===== src/rtl/tia_playfield_shifter_if.sv =====
// Bundles the pattern-load, scan-control and pixel-output signals of the
// playfield serializer so the register decode and the pixel mixer share one port.
interface tia_playfield_shifter_if #(
    parameter int WIDTH = 20
);
    logic             load;
    logic [WIDTH-1:0] load_data;
    logic             reflect;
    logic             start;
    logic             advance;
    logic             out;
    logic             half;
    logic             busy;
    logic             done;

    modport master (
        output load, load_data, reflect, start, advance,
        input  out, half, busy, done
    );

    modport slave (
        input  load, load_data, reflect, start, advance,
        output out, half, busy, done
    );
endinterface


===== src/rtl/tia_playfield_shifter.sv =====
// Playfield serializer.
//
// It shifts out a WIDTH-bit pattern one bit per PIXELS_PER_BIT pixel enables.
// A scan has two half-lines. The right half either repeats the pattern or
// mirrors it.
//
// state | meaning
// IDLE  | no scan active; an advance drives a blank (0) pixel
// LEFT  | emitting the left half, pat[idx]
// RIGHT | emitting the right half, pat[idx] or pat[WIDTH-1-idx] per rmode
module tia_playfield_shifter #(
    parameter int WIDTH          = 20,
    parameter int PIXELS_PER_BIT = 4
) (
    input logic                      clk,
    input logic                      r,
    tia_playfield_shifter_if.slave   pf
);
    localparam int SUB_W = (PIXELS_PER_BIT > 1) ? $clog2(PIXELS_PER_BIT) : 1;
    localparam int IDX_W = $clog2(WIDTH);
    localparam logic [SUB_W-1:0] SUB_LAST = SUB_W'(PIXELS_PER_BIT - 1);
    localparam logic [IDX_W-1:0] IDX_LAST = IDX_W'(WIDTH - 1);

    typedef enum logic [1:0] {
        S_IDLE  = 2'd0,
        S_LEFT  = 2'd1,
        S_RIGHT = 2'd2
    } state_t;

    state_t           state_q, state_d;
    logic [WIDTH-1:0] pat_q, pat_d;
    logic [IDX_W-1:0] idx_q, idx_d;
    logic [SUB_W-1:0] sub_q, sub_d;
    logic             rmode_q, rmode_d;
    logic             out_q, out_d;
    logic             done_q, done_d;

    logic [IDX_W-1:0] sel_idx;
    logic             sel_bit;
    logic             sub_last;
    logic             idx_last;

    // Pick the pattern bit for the current position; the mirror only applies to the right half.
    always_comb begin
        sel_idx = idx_q;
        if (state_q == S_RIGHT && rmode_q) begin
            sel_idx = IDX_LAST - idx_q;
        end
        sel_bit  = pat_q[sel_idx];
        sub_last = (sub_q == SUB_LAST);
        idx_last = (idx_q == IDX_LAST);
    end

    // Next-state logic: start restarts the scan and wins over advance; load is independent.
    always_comb begin
        state_d = state_q;
        idx_d   = idx_q;
        sub_d   = sub_q;
        rmode_d = rmode_q;
        out_d   = out_q;
        done_d  = 1'b0;
        pat_d   = pf.load ? pf.load_data : pat_q;

        if (pf.start) begin
            state_d = S_LEFT;
            idx_d   = '0;
            sub_d   = '0;
        end else if (pf.advance) begin
            case (state_q)
                S_LEFT, S_RIGHT: begin
                    out_d = sel_bit;
                    if (sub_last) begin
                        sub_d = '0;
                        if (idx_last) begin
                            idx_d = '0;
                            if (state_q == S_LEFT) begin
                                state_d = S_RIGHT;
                                rmode_d = pf.reflect;
                            end else begin
                                state_d = S_IDLE;
                                done_d  = 1'b1;
                            end
                        end else begin
                            idx_d = idx_q + IDX_W'(1);
                        end
                    end else begin
                        sub_d = sub_q + SUB_W'(1);
                    end
                end
                default: begin
                    out_d = 1'b0;
                end
            endcase
        end
    end

    // Register all state; reset aborts any scan without a done pulse.
    always_ff @(posedge clk) begin
        if (r) begin
            state_q <= S_IDLE;
            pat_q   <= '0;
            idx_q   <= '0;
            sub_q   <= '0;
            rmode_q <= 1'b0;
            out_q   <= 1'b0;
            done_q  <= 1'b0;
        end else begin
            state_q <= state_d;
            pat_q   <= pat_d;
            idx_q   <= idx_d;
            sub_q   <= sub_d;
            rmode_q <= rmode_d;
            out_q   <= out_d;
            done_q  <= done_d;
        end
    end

    assign pf.out  = out_q;
    assign pf.done = done_q;
    assign pf.half = (state_q == S_RIGHT);
    assign pf.busy = (state_q != S_IDLE);
endmodule


===== src/flat_wrapper.sv =====
// flat-port wrapper written by rule: the top's interface ports become plain ports
module tia_playfield_shifter_flat 
#(
    parameter int WIDTH          = 20,
    parameter int PIXELS_PER_BIT = 4
)
  (clk, r, pf_load, pf_load_data, pf_reflect, pf_start, pf_advance, pf_out, pf_half, pf_busy, pf_done);
  tia_playfield_shifter_if #(.WIDTH(WIDTH)) pf_i ();
  input logic clk;
  input logic r;
  input wire logic [$bits(pf_i.load)-1:0] pf_load;
  input wire logic [$bits(pf_i.load_data)-1:0] pf_load_data;
  input wire logic [$bits(pf_i.reflect)-1:0] pf_reflect;
  input wire logic [$bits(pf_i.start)-1:0] pf_start;
  input wire logic [$bits(pf_i.advance)-1:0] pf_advance;
  output wire logic [$bits(pf_i.out)-1:0] pf_out;
  output wire logic [$bits(pf_i.half)-1:0] pf_half;
  output wire logic [$bits(pf_i.busy)-1:0] pf_busy;
  output wire logic [$bits(pf_i.done)-1:0] pf_done;
  assign pf_i.load = pf_load;
  assign pf_i.load_data = pf_load_data;
  assign pf_i.reflect = pf_reflect;
  assign pf_i.start = pf_start;
  assign pf_i.advance = pf_advance;
  assign pf_out = pf_i.out;
  assign pf_half = pf_i.half;
  assign pf_busy = pf_i.busy;
  assign pf_done = pf_i.done;
  tia_playfield_shifter #(.WIDTH(WIDTH), .PIXELS_PER_BIT(PIXELS_PER_BIT)) u_core (.clk(clk), .r(r), .pf(pf_i));
endmodule

===== config.mk =====
export PLATFORM = sky130hd
export DESIGN_NAME = tia_playfield_shifter_flat
export DESIGN_NICKNAME = d
export VERILOG_FILES = /design/src/rtl/tia_playfield_shifter_if.sv /design/src/rtl/tia_playfield_shifter.sv /design/src/flat_wrapper.sv
export SDC_FILE = /design/constraint.sdc
export NUM_CORES = 1
export LEC_CHECK = 0
export ABC_AREA = 1
export CORE_MARGIN = 2
export CORE_UTILIZATION = 51
export CTS_BUF_LIST = sky130_fd_sc_hd__clkbuf_16
export DETAILED_ROUTE_END_ITERATION = 6
export PLACE_DENSITY_LB_ADDON = 0.05
export SYNTH_ARGS = -nofsm -noshare
export SYNTH_HDL_FRONTEND = slang
export SYNTH_SLANG_ARGS = --single-unit

===== constraint.sdc =====
create_clock -name clk -period 2.18 [get_ports clk]
set_input_delay 0.436 -clock clk [delete_from_list [all_inputs] [get_ports clk]]
set_output_delay 0.436 -clock clk [all_outputs]
set_load 0.02 [all_outputs]

Word-level counts from Yosys, hierarchy flattened:

Cells that the tools add are included.

* word-level logic and storage cells: 49
* input port bits: 26
* output and inout port bits: 4
* flip-flop bits (word level): 32

* bitwise operators: 5
* mux-type cells: 13
* add/sub/neg operators: 3
* $lt $le $gt $ge: 1
* eq/ne operators: 4
* reductions and logical operators: 15

Operator list (number)
* 2-to-1 mux 5 bit: 2
* nonzero test 2 bit: 5
* 2-to-1 mux 1 bit: 8
* AND reduction 4 bit: 2
* less-than comparator 5 x 6 -> 1 bit (second input constant): 1
* AND reduction 6 bit: 1
* OR reduction 6 bit: 1
* adder 5 x 1 -> 5 bit (second input constant): 1
* binary-select mux 1 bit (select 5 bit): 1
* equality test 5 bit (second input constant): 1
* NOT 1 bit: 5
* subtractor 5 bit (first input constant): 1
* equality test 2 bit (second input constant): 2
* 2-to-1 mux 2 bit: 2
* AND reduction 2 bit: 2
* OR reduction 2 bit: 2
* AND reduction 3 bit: 1
* adder 2 x 1 -> 2 bit (second input constant): 1
* equality test 2 x 1 -> 1 bit (second input constant): 1
* logical AND 1 bit: 1

Logic depth before layout (Yosys ltp):

Gate-level depths: netlist (run 1).

* depth in word-level cells: 7
* gate-level depth with buffers: 13
* mapped depth without buffers: 13

Least setup slack after synthesis (run 1):

OpenSTA, ideal clock, no wires.

* path type: register -> register
* start point: register u_core.state_q[0]
* end point: register u_core.out_q, in the netlist u_core.pf.out
* period minus slack after synthesis: 1631 ps
* setup slack: 549 ps
* library setup time: 114 ps
* data required time: 2066 ps
* cell stages (with the launch flop): 14
* path buffers: 0
* arrival: 1518 ps
* path through: dfxtp_1 -> inv_1 -> ha_1 -> nand2_2 -> nand2_1 -> nand2_2 -> nor2_2 -> nand3_1 -> nand2_1 -> nor2_1 -> nand2_1 -> nand3_1 -> nand2_1 -> a21oi_2

* longest elaborated chain between the ends: 6
* elaborated cells on any way between the ends: 8
* those cells by class: eq/ne: 2; mux: 4; reduce/logical: 2

Ends and longest elaborated chain
* from (decl): line tia_playfield_shifter.sv:30 `state_t state_q, state_d;`
* from (signal assigned): line tia_playfield_shifter.sv:108 `state_q <= state_d;`
* equality test 2 bit *
* via pf_half: line flat_wrapper.sv:17 `output wire logic [$bits(pf_i.half)-1:0] pf_half;`
* logical AND 1 bit: line tia_playfield_shifter.sv:46 `if (state_q == S_RIGHT && rmode_q) begin`
* 2-to-1 mux 5 bit: line tia_playfield_shifter.sv:46
* binary-select mux 1 bit (select 5 bit): line tia_playfield_shifter.sv:49 `sel_bit = pat_q[sel_idx];`
* 2-to-1 mux 1 bit (not written as such): line tia_playfield_shifter.sv:49
* 2-to-1 mux 1 bit *: line tia_playfield_shifter.sv:69 `case (state_q)`
* to (signal assigned): line tia_playfield_shifter.sv:113 `out_q <= out_d;`
* to (decl): line tia_playfield_shifter.sv:35 `logic out_q, out_d;`

Mark *: on every way through the listed nets, which the timed path passes. The rest lies on a longest branch. The select of a mux whose other input is x is not followed.
A chain may end at the register's enable or synchronous reset.

Final worst setup path (run 1):

* start point: register u_core.state_q[0]
* end point: output port pf_busy

* longest elaborated chain between the ends: 1

Ends and longest elaborated chain
* nonzero test 2 bit: line tia_playfield_shifter.sv:121 `assign pf.busy = (state_q != S_IDLE);`
* to (decl): line flat_wrapper.sv:18 `output wire logic [$bits(pf_i.busy)-1:0] pf_busy;`

No other way between the ends.

==> metrics.md, run 1 <==
| Metric | Value |
|---|---|
| Die area | `3510 sq um` |
| Yosys warnings | `0` |
| Area growth syn-to-layout | `30.0%` |
| Highest routed metal layer | `met4` |
| Iter 0 DRT Violations | `71` |
| WL final | `3280 microns` |
| Internal | `1.09 mW` |
| Crit path max fanout | `3` |
| Top delay family on crit path | `buffers and inverters` |
| Design area | `2020 sq um` |
| Flop pwr share | `45.1%` |
| Share of cells above drive strength 1 | `6.95%` |
| Cell Pwr Density | `688 nW/um^2` |
| Async SR Flop Fraction | `0%` |
| Antenna Cells | `0` |
| Post-detailed-route count of antenna-violating nets | `0` |
| Netlist Area Pre-Place | `1560 sq um` |
| Critical Path Max Stage Delay | `0.59 ns` |
| Post-route minimum period | `1.98 ns` |
| Initial antenna violation count | `0` |
| DR DRC count | `0` |
| Vias in the first global route | `1293` |
| #FFs+latches synth | `32` |
| RSZ-0062 raised after global routing | `no` |
| Worst hold margin | `0.456 ns` |
| Hold/Removal Path Class | `reg -> reg` |
| Maxcap violations | `0` |
| Cell row count | `20` |
| TritonCTS clock tree | `yes` |
| # Post-CTS Setup Buffers | `0` |
| Dpl cell area | `1890 sq um` |
| Fmax achieved | `505 MHz` |
| Synthesized instance count | `226` |
| Post-synthesis sequential area ratio | `41.1%` |
| Die Y | `59.3 microns` |
| Outcome | `complete, no violations` |
| RePlAce Congestion | `0.859` |
| Rel. slew slack | `60.9%` |
| CTS clock-pin slew for the worst setup and hold paths | `0.05 ns` |
| Worst-case vdd ir drop | `474 uV` |
| Post-cts hold buffer count | `0` |
| Cell repeated most along the worst path | `inv_1` |
| Most used DFF post-synth | `dfxtp_1` |
| Root Driver | `clkbuf_16` |
| Num CTS Buffers | `5` |
| Critical path's slowest cell | `clkdlybuf4s50_1` |
| Routed vias | `1492` |
| NumNets Final | `292` |
| Clock sink count | `32` |
| # IOs | `30` |
| Worst-path cell chain | `inv_1 -> ha_1 -> inv_1 -> clkdlybuf4s50_1` |
| H-tree depth | `2` |
| DRT met1 WL | `1560 microns` |
| Met2 WL | `1510 microns` |
| Fin util | `68.0%` |
| Avg WL per Cell | `11.2 microns` |
| Net Count, Synth | `259` |
| Worst Path Buf+Inv | `3` |
| DP HPWL | `2370 microns` |
| Number of port buffers | `29` |
| Hold Fails Final Rpt | `0` |
| Post-CTS Resized | `0` |
| Comb pwr share | `9.2%` |
| Worst-Margin Slew | `0.586 ns` |
| GRT Residual Overflow | `0` |
| WP data arrival | `1.54 ns` |
| Die Width | `59.3 microns` |
| Gr usage total | `21.1%` |
| Max Clock Skew | `0.00368 ns` |
| Critical Path Source Type | `flop` |
| Longest Clk Path Bufs | `2` |
| Kind of end point of the critical path | `output pin` |
| Clock power frac | `45.7%` |
| First-pass GRT wire length | `5560 microns` |
| Wire length on met3 | `140 microns` |
| Dominant cell type by area after synthesis | `dfxtp_1` |
| Mean Syn Cell Area | `6.89 sq um` |
| Crit Path Class | `reg -> out` |
| Synth top area cells | `dfxtp_1 (41%), nor2_1 (11%), nand2_1 (9.6%), o21ai_0 (7.7%), nand3_1 (6.1%)` |
| Initial core utilization | `52.3%` |
| Crit share post-route | `90.8%` |
| Leakage power | `0.885 nW` |
| EDFF count, synth | `0` |
| Via density per instance | `5.11` |
| Most numerous cell in the Yosys netlist | `nor2_1` |
| Pin count of the biggest net entering global routing | `22` |
| Top post-synthesis cells by count | `nor2_1 (47), nand2_1 (40), dfxtp_1 (32), o21ai_0 (24)` |
| Yosys top cell area share | `41.1%` |
| Switch Pwr | `302 uW` |
| Worst skew pair latency | `0.27 ns` |
| Pre-antenna DRT Iters | `4` |
| Core box area | `2980 sq um` |
| Cell variety after synth | `20` |
| Setup tns final | `0 ns` |
| Worst endpoint required time | `1.74 ns` |
| Sw frac | `21.7%` |
| Final max-slew violation count | `0` |
| Final setup fails | `0` |
==> registers in the layout (all words and copies together), names as in the netlist <==
signal,cells
u_core.pat_q,20
u_core.pf.done,1
u_core.pf.out,1
u_core.idx_q,5
u_core.sub_q,2
u_core.rmode_q,1
u_core.state_q,2
==> area by class of cell <==
cell class | count | area (sq um)
Fill cell | 281 | 953
Multi-Input combinational cell | 168 | 820
Sequential cell | 32 | 641
Timing Repair Buffer | 32 | 315
Clock buffer | 5 | 125
Inverter | 20 | 75.1
Tap cell | 33 | 41.3
Clock inverter | 2 | 7.51
==> power groups by stage <==
stage                     clock network, mW  registers [mW]  logic [mW]
after floorplan                           0           0.635      0.0668
after global placement                    0           0.638       0.127
after detailed placement                  0           0.638       0.129
after CTS                             0.652           0.627       0.130
after global routing                  0.670           0.630       0.147
final                                 0.637           0.628       0.128
==> layout by cell type (no fill, tap or decap) <==
master	synthesis	routed
nor2_1	47	47
nand2_1	40	40
dfxtp_1	32	32
clkdlybuf4s50_1	0	28
o21ai_0	24	24
inv_1	19	19
nand3_1	19	19
a21oi_1	12	12
ha_1	7	7
clkbuf_16	0	5
nor3_1	4	4
nand2_2	4	4
buf_4	0	3
nand4_1	2	2
nor2_2	2	2
xor2_1	2	2
clkinv_1	0	2
inv_2	1	1
nor4_1	1	1
and3_1	1	1
nand3_2	1	1
nand2_4	1	1
a21oi_2	1	1
dlymetal6s2s_1	0	1
==> cells by family after synthesis <==
family          count (synthesis)  synth area share (%)
simple gates                  122                  33.7
fa+ha+maj                       7                  5.62
xor+xnor                        2                  1.12
flops                          32                  41.1
buf+inv                        26                  6.26
compound gates                 37                  12.1
==> stage by stage <==
step	cells	worst slack, ns	power [mW]
3_3_place_gp	285	0.205	0.766
6_report	292	0.200	1.39
3_5_place_dp	285	0.121	0.767
2_1_floorplan	226	0.549	0.702
4_1_cts	292	0.0731	1.41
5_1_grt	292	0.126	1.45
==> worst min-delay path: cells and delay by family, from the launching register on <==
family	cells	cell delay [ns]
buffers and inverters	1	0.06
flip-flops	1	0.29
AO/OA/AOI/OAI	1	0.06
==> worst paths after layout <==
check	from	to	slack, ns	cells after the start
max reg2reg	u_core.state_q[0]$_SDFFE_PP0P_	u_core.rmode_q$_SDFFE_PP0P_	0.34	9
min	u_core.pat_q[7]$_SDFFE_PP0P_	u_core.pat_q[7]$_SDFFE_PP0P_	0.46	2
max	u_core.state_q[0]$_SDFFE_PP0P_	pf_busy	0.20	4
min reg2reg	u_core.pat_q[7]$_SDFFE_PP0P_	u_core.pat_q[7]$_SDFFE_PP0P_	0.46	2
==> metal layers <==
| layer | track usage (%) | vias up |
|---|---|---|
| li1 | - | 794 |
| met1 | 26.3 | 652 |
| met2 | 33.8 | 36 |
| met3 | 5.90 | 10 |
| met4 | 9.74 | 0 |
| met5 | 0 | - |
(Power assumes the default switching activity.)
==> run 2, diff against run 1 <==
CELL_PAD_IN_SITES_DETAIL_PLACEMENT = 1   (was not set)
CELL_PAD_IN_SITES_GLOBAL_PLACEMENT = 1   (was not set)
CORE_UTILIZATION = 36   (was 51)
TNS_END_PERCENT = 10   (was not set)
==> run 2 against run 1 <==
Critical path depth shrank 1. Critical endpoint is now pf_half. Die area grew 39%. Power grew 0.21%. Clock power is essentially flat.
==> metrics.md, run 2 (same netlist as run 1, synthesis figures left out) <==
| Metric | Value |
|---|---|
| Outcome | `complete, no violations` |
| Initial core utilization | `38.1%` |
| TritonCTS clock tree | `yes` |
| Share of cells above drive strength 1 | `7.63%` |
| Flop pwr share | `45.0%` |
| Root Driver | `clkbuf_16` |
| Die Width | `69.8 microns` |
| Leading cell type in the layout, fill and taps excluded | `nor2_1` |
| Max Clock Skew | `0.00494 ns` |
| Top flop regs | `u_core.pat_q: 20 flops, u_core.idx_q: 5 flops` |
| GRT Residual Overflow | `0` |
| Post-CTS Resized | `0` |
| Worst-Margin Slew | `0.581 ns` |
| Hold Path End | `u_core.pat_q[7]$_SDFFE_PP0P_` |
| Leakage power | `0.886 nW` |
| Pre-antenna DRT Iters | `4` |
| Worst endpoint required time | `1.74 ns` |
| Number of port buffers | `29` |
| Clock sink count | `32` |
| Final max-slew violation count | `0` |
| Worst reg2reg endpoint | `u_core.pf.out$_SDFFE_PP0P_` |
| Crit path max fanout | `6` |
| Critical Path Source Type | `flop` |
| H-tree depth | `2` |
| CTS clock-pin slew for the worst setup and hold paths | `0.05 ns` |
| RSZ-0062 raised after global routing | `no` |
| Num CTS Buffers | `5` |
| Crit share post-route | `95.3%` |
| Worst skew pair latency | `0.27 ns` |
| Post-route minimum period | `2.08 ns` |
| Rel. slew slack | `61.2%` |
| Antenna Cells | `0` |
| Post-detailed-route count of antenna-violating nets | `0` |
| Switch Pwr | `302 uW` |
| Area growth syn-to-layout | `32.4%` |
| Hold depth | `2` |
| Hold/Removal Path Class | `reg -> reg` |
| WL final | `3860 microns` |
| NumNets Final | `294` |
| Worst-case vdd ir drop | `383 uV` |
| Core box area | `4090 sq um` |
| Die Y | `69.8 microns` |
| DR DRC count | `0` |
| First-pass GRT wire length | `7120 microns` |
| Most frequent cells in the layout | `nor2_1 (47), nand2_1 (40), dfxtp_1 (32), clkdlybuf4s50_1 (29), o21ai_0 (24)` |
| Final worst setup slack | `0.103 ns` |
| Comb pwr share | `9.5%` |
| Die area | `4870 sq um` |
| Avg WL per Cell | `12.4 microns` |
| Via density per instance | `4.91` |
| Cell row count | `23` |
| Gr usage total | `18.0%` |
| Cell Pwr Density | `677 nW/um^2` |
| Iter 0 DRT Violations | `44` |
| Sw frac | `21.6%` |
| Max FFs per register | `20` |
| Fmax achieved | `481 MHz` |
| Reg2reg path depth | `10` |
| Hold Fails Final Rpt | `0` |
| Final setup fails | `0` |
| Routed vias | `1532` |
| Post-cts hold buffer count | `0` |
| Longest Clk Path Bufs | `2` |
| # Post-CTS Setup Buffers | `0` |
| Vias in the first global route | `1601` |
| Internal | `1.09 mW` |
| RePlAce Congestion | `0.794` |
| Clock power frac | `45.6%` |
| Place WS | `0.214 ns` |
| Critical R2R Launch | `u_core.state_q[0]$_SDFFE_PP0P_` |
| # IOs | `30` |
| Kind of end point of the critical path | `output pin` |
| Most flop-heavy register | `u_core.pat_q` |
| Hold Crit Start | `u_core.pat_q[7]$_SDFFE_PP0P_` |
| DP HPWL | `2910 microns` |
| Crit Path Class | `reg -> out` |
| Worst hold margin | `0.461 ns` |
| Initial antenna violation count | `0` |
| Setup tns final | `0 ns` |
| WP data arrival | `1.64 ns` |
| Pin count of the biggest net entering global routing | `22` |
| R2R setup slack | `0.37 ns` |
| Maxcap violations | `0` |
run 2: area by class of cell:
cell class / instances / area (sq um)
fill: 530 / 2020
multi-input combinational: 168 / 820
sequential: 32 / 641
timing repair buffer: 34 / 328
clock buffer: 5 / 125
inverter: 20 / 75.1
tap: 50 / 62.6
clock inverter: 3 / 11.3
run 2: through the flow:
step	total power [mW]	instance area (sq um)	cells	utilization (%)
finish	1.40	2060	312	50.5
global route	1.47	2060	312	50.5
CTS	1.42	2060	312	50.5
detailed placement	0.773	1930	304	47.1
global placement	0.770	1930	304	47.1
floorplan	0.702	1560	226	-
run 2: worst max-delay path, cell delays in order (launching register included):
cell and delay, ns:
dfxtp_1 0.32, inv_1 0.08, ha_1 0.32, clkdlybuf4s50_1 0.66
run 2: layer usage:
| metal | global-route usage [%] | vias up | wire length (microns) |
|---|---|---|---|
| met1 | 20.9 | 700 | 1800 |
| met5 | 0 | - | 0 |
| met3 | 4.94 | 8 | 130 |
| met2 | 31.5 | 24 | 1850 |
| met4 | 6.41 | 0 | 70 |
| li1 | - | 800 | - |
run 2: worst max path at each step:
stage	startpoint	end	slack (ns)	cells after the start
after floorplan	u_core.state_q[0]$_SDFFE_PP0P_	u_core.pf.out$_SDFFE_PP0P_	0.55	13
after global placement	pf_advance	u_core.rmode_q$_SDFFE_PP0P_	0.29	8
after detailed placement	pf_advance	u_core.rmode_q$_SDFFE_PP0P_	0.21	8
after CTS	u_core.state_q[0]$_SDFFE_PP0P_	pf_half	0.09	3
after global routing	u_core.state_q[0]$_SDFFE_PP0P_	pf_half	0.05	3
final	u_core.state_q[0]$_SDFFE_PP0P_	pf_half	0.10	3
run 2: power by group through the flow:
stage / logic [mW] / clock network [mW] / registers [mW]
floorplan: 0.0668 / 0 / 0.635
global placement: 0.131 / 0 / 0.639
detailed placement: 0.134 / 0 / 0.639
CTS: 0.135 / 0.657 / 0.628
global route: 0.154 / 0.684 / 0.630
finish: 0.132 / 0.636 / 0.627
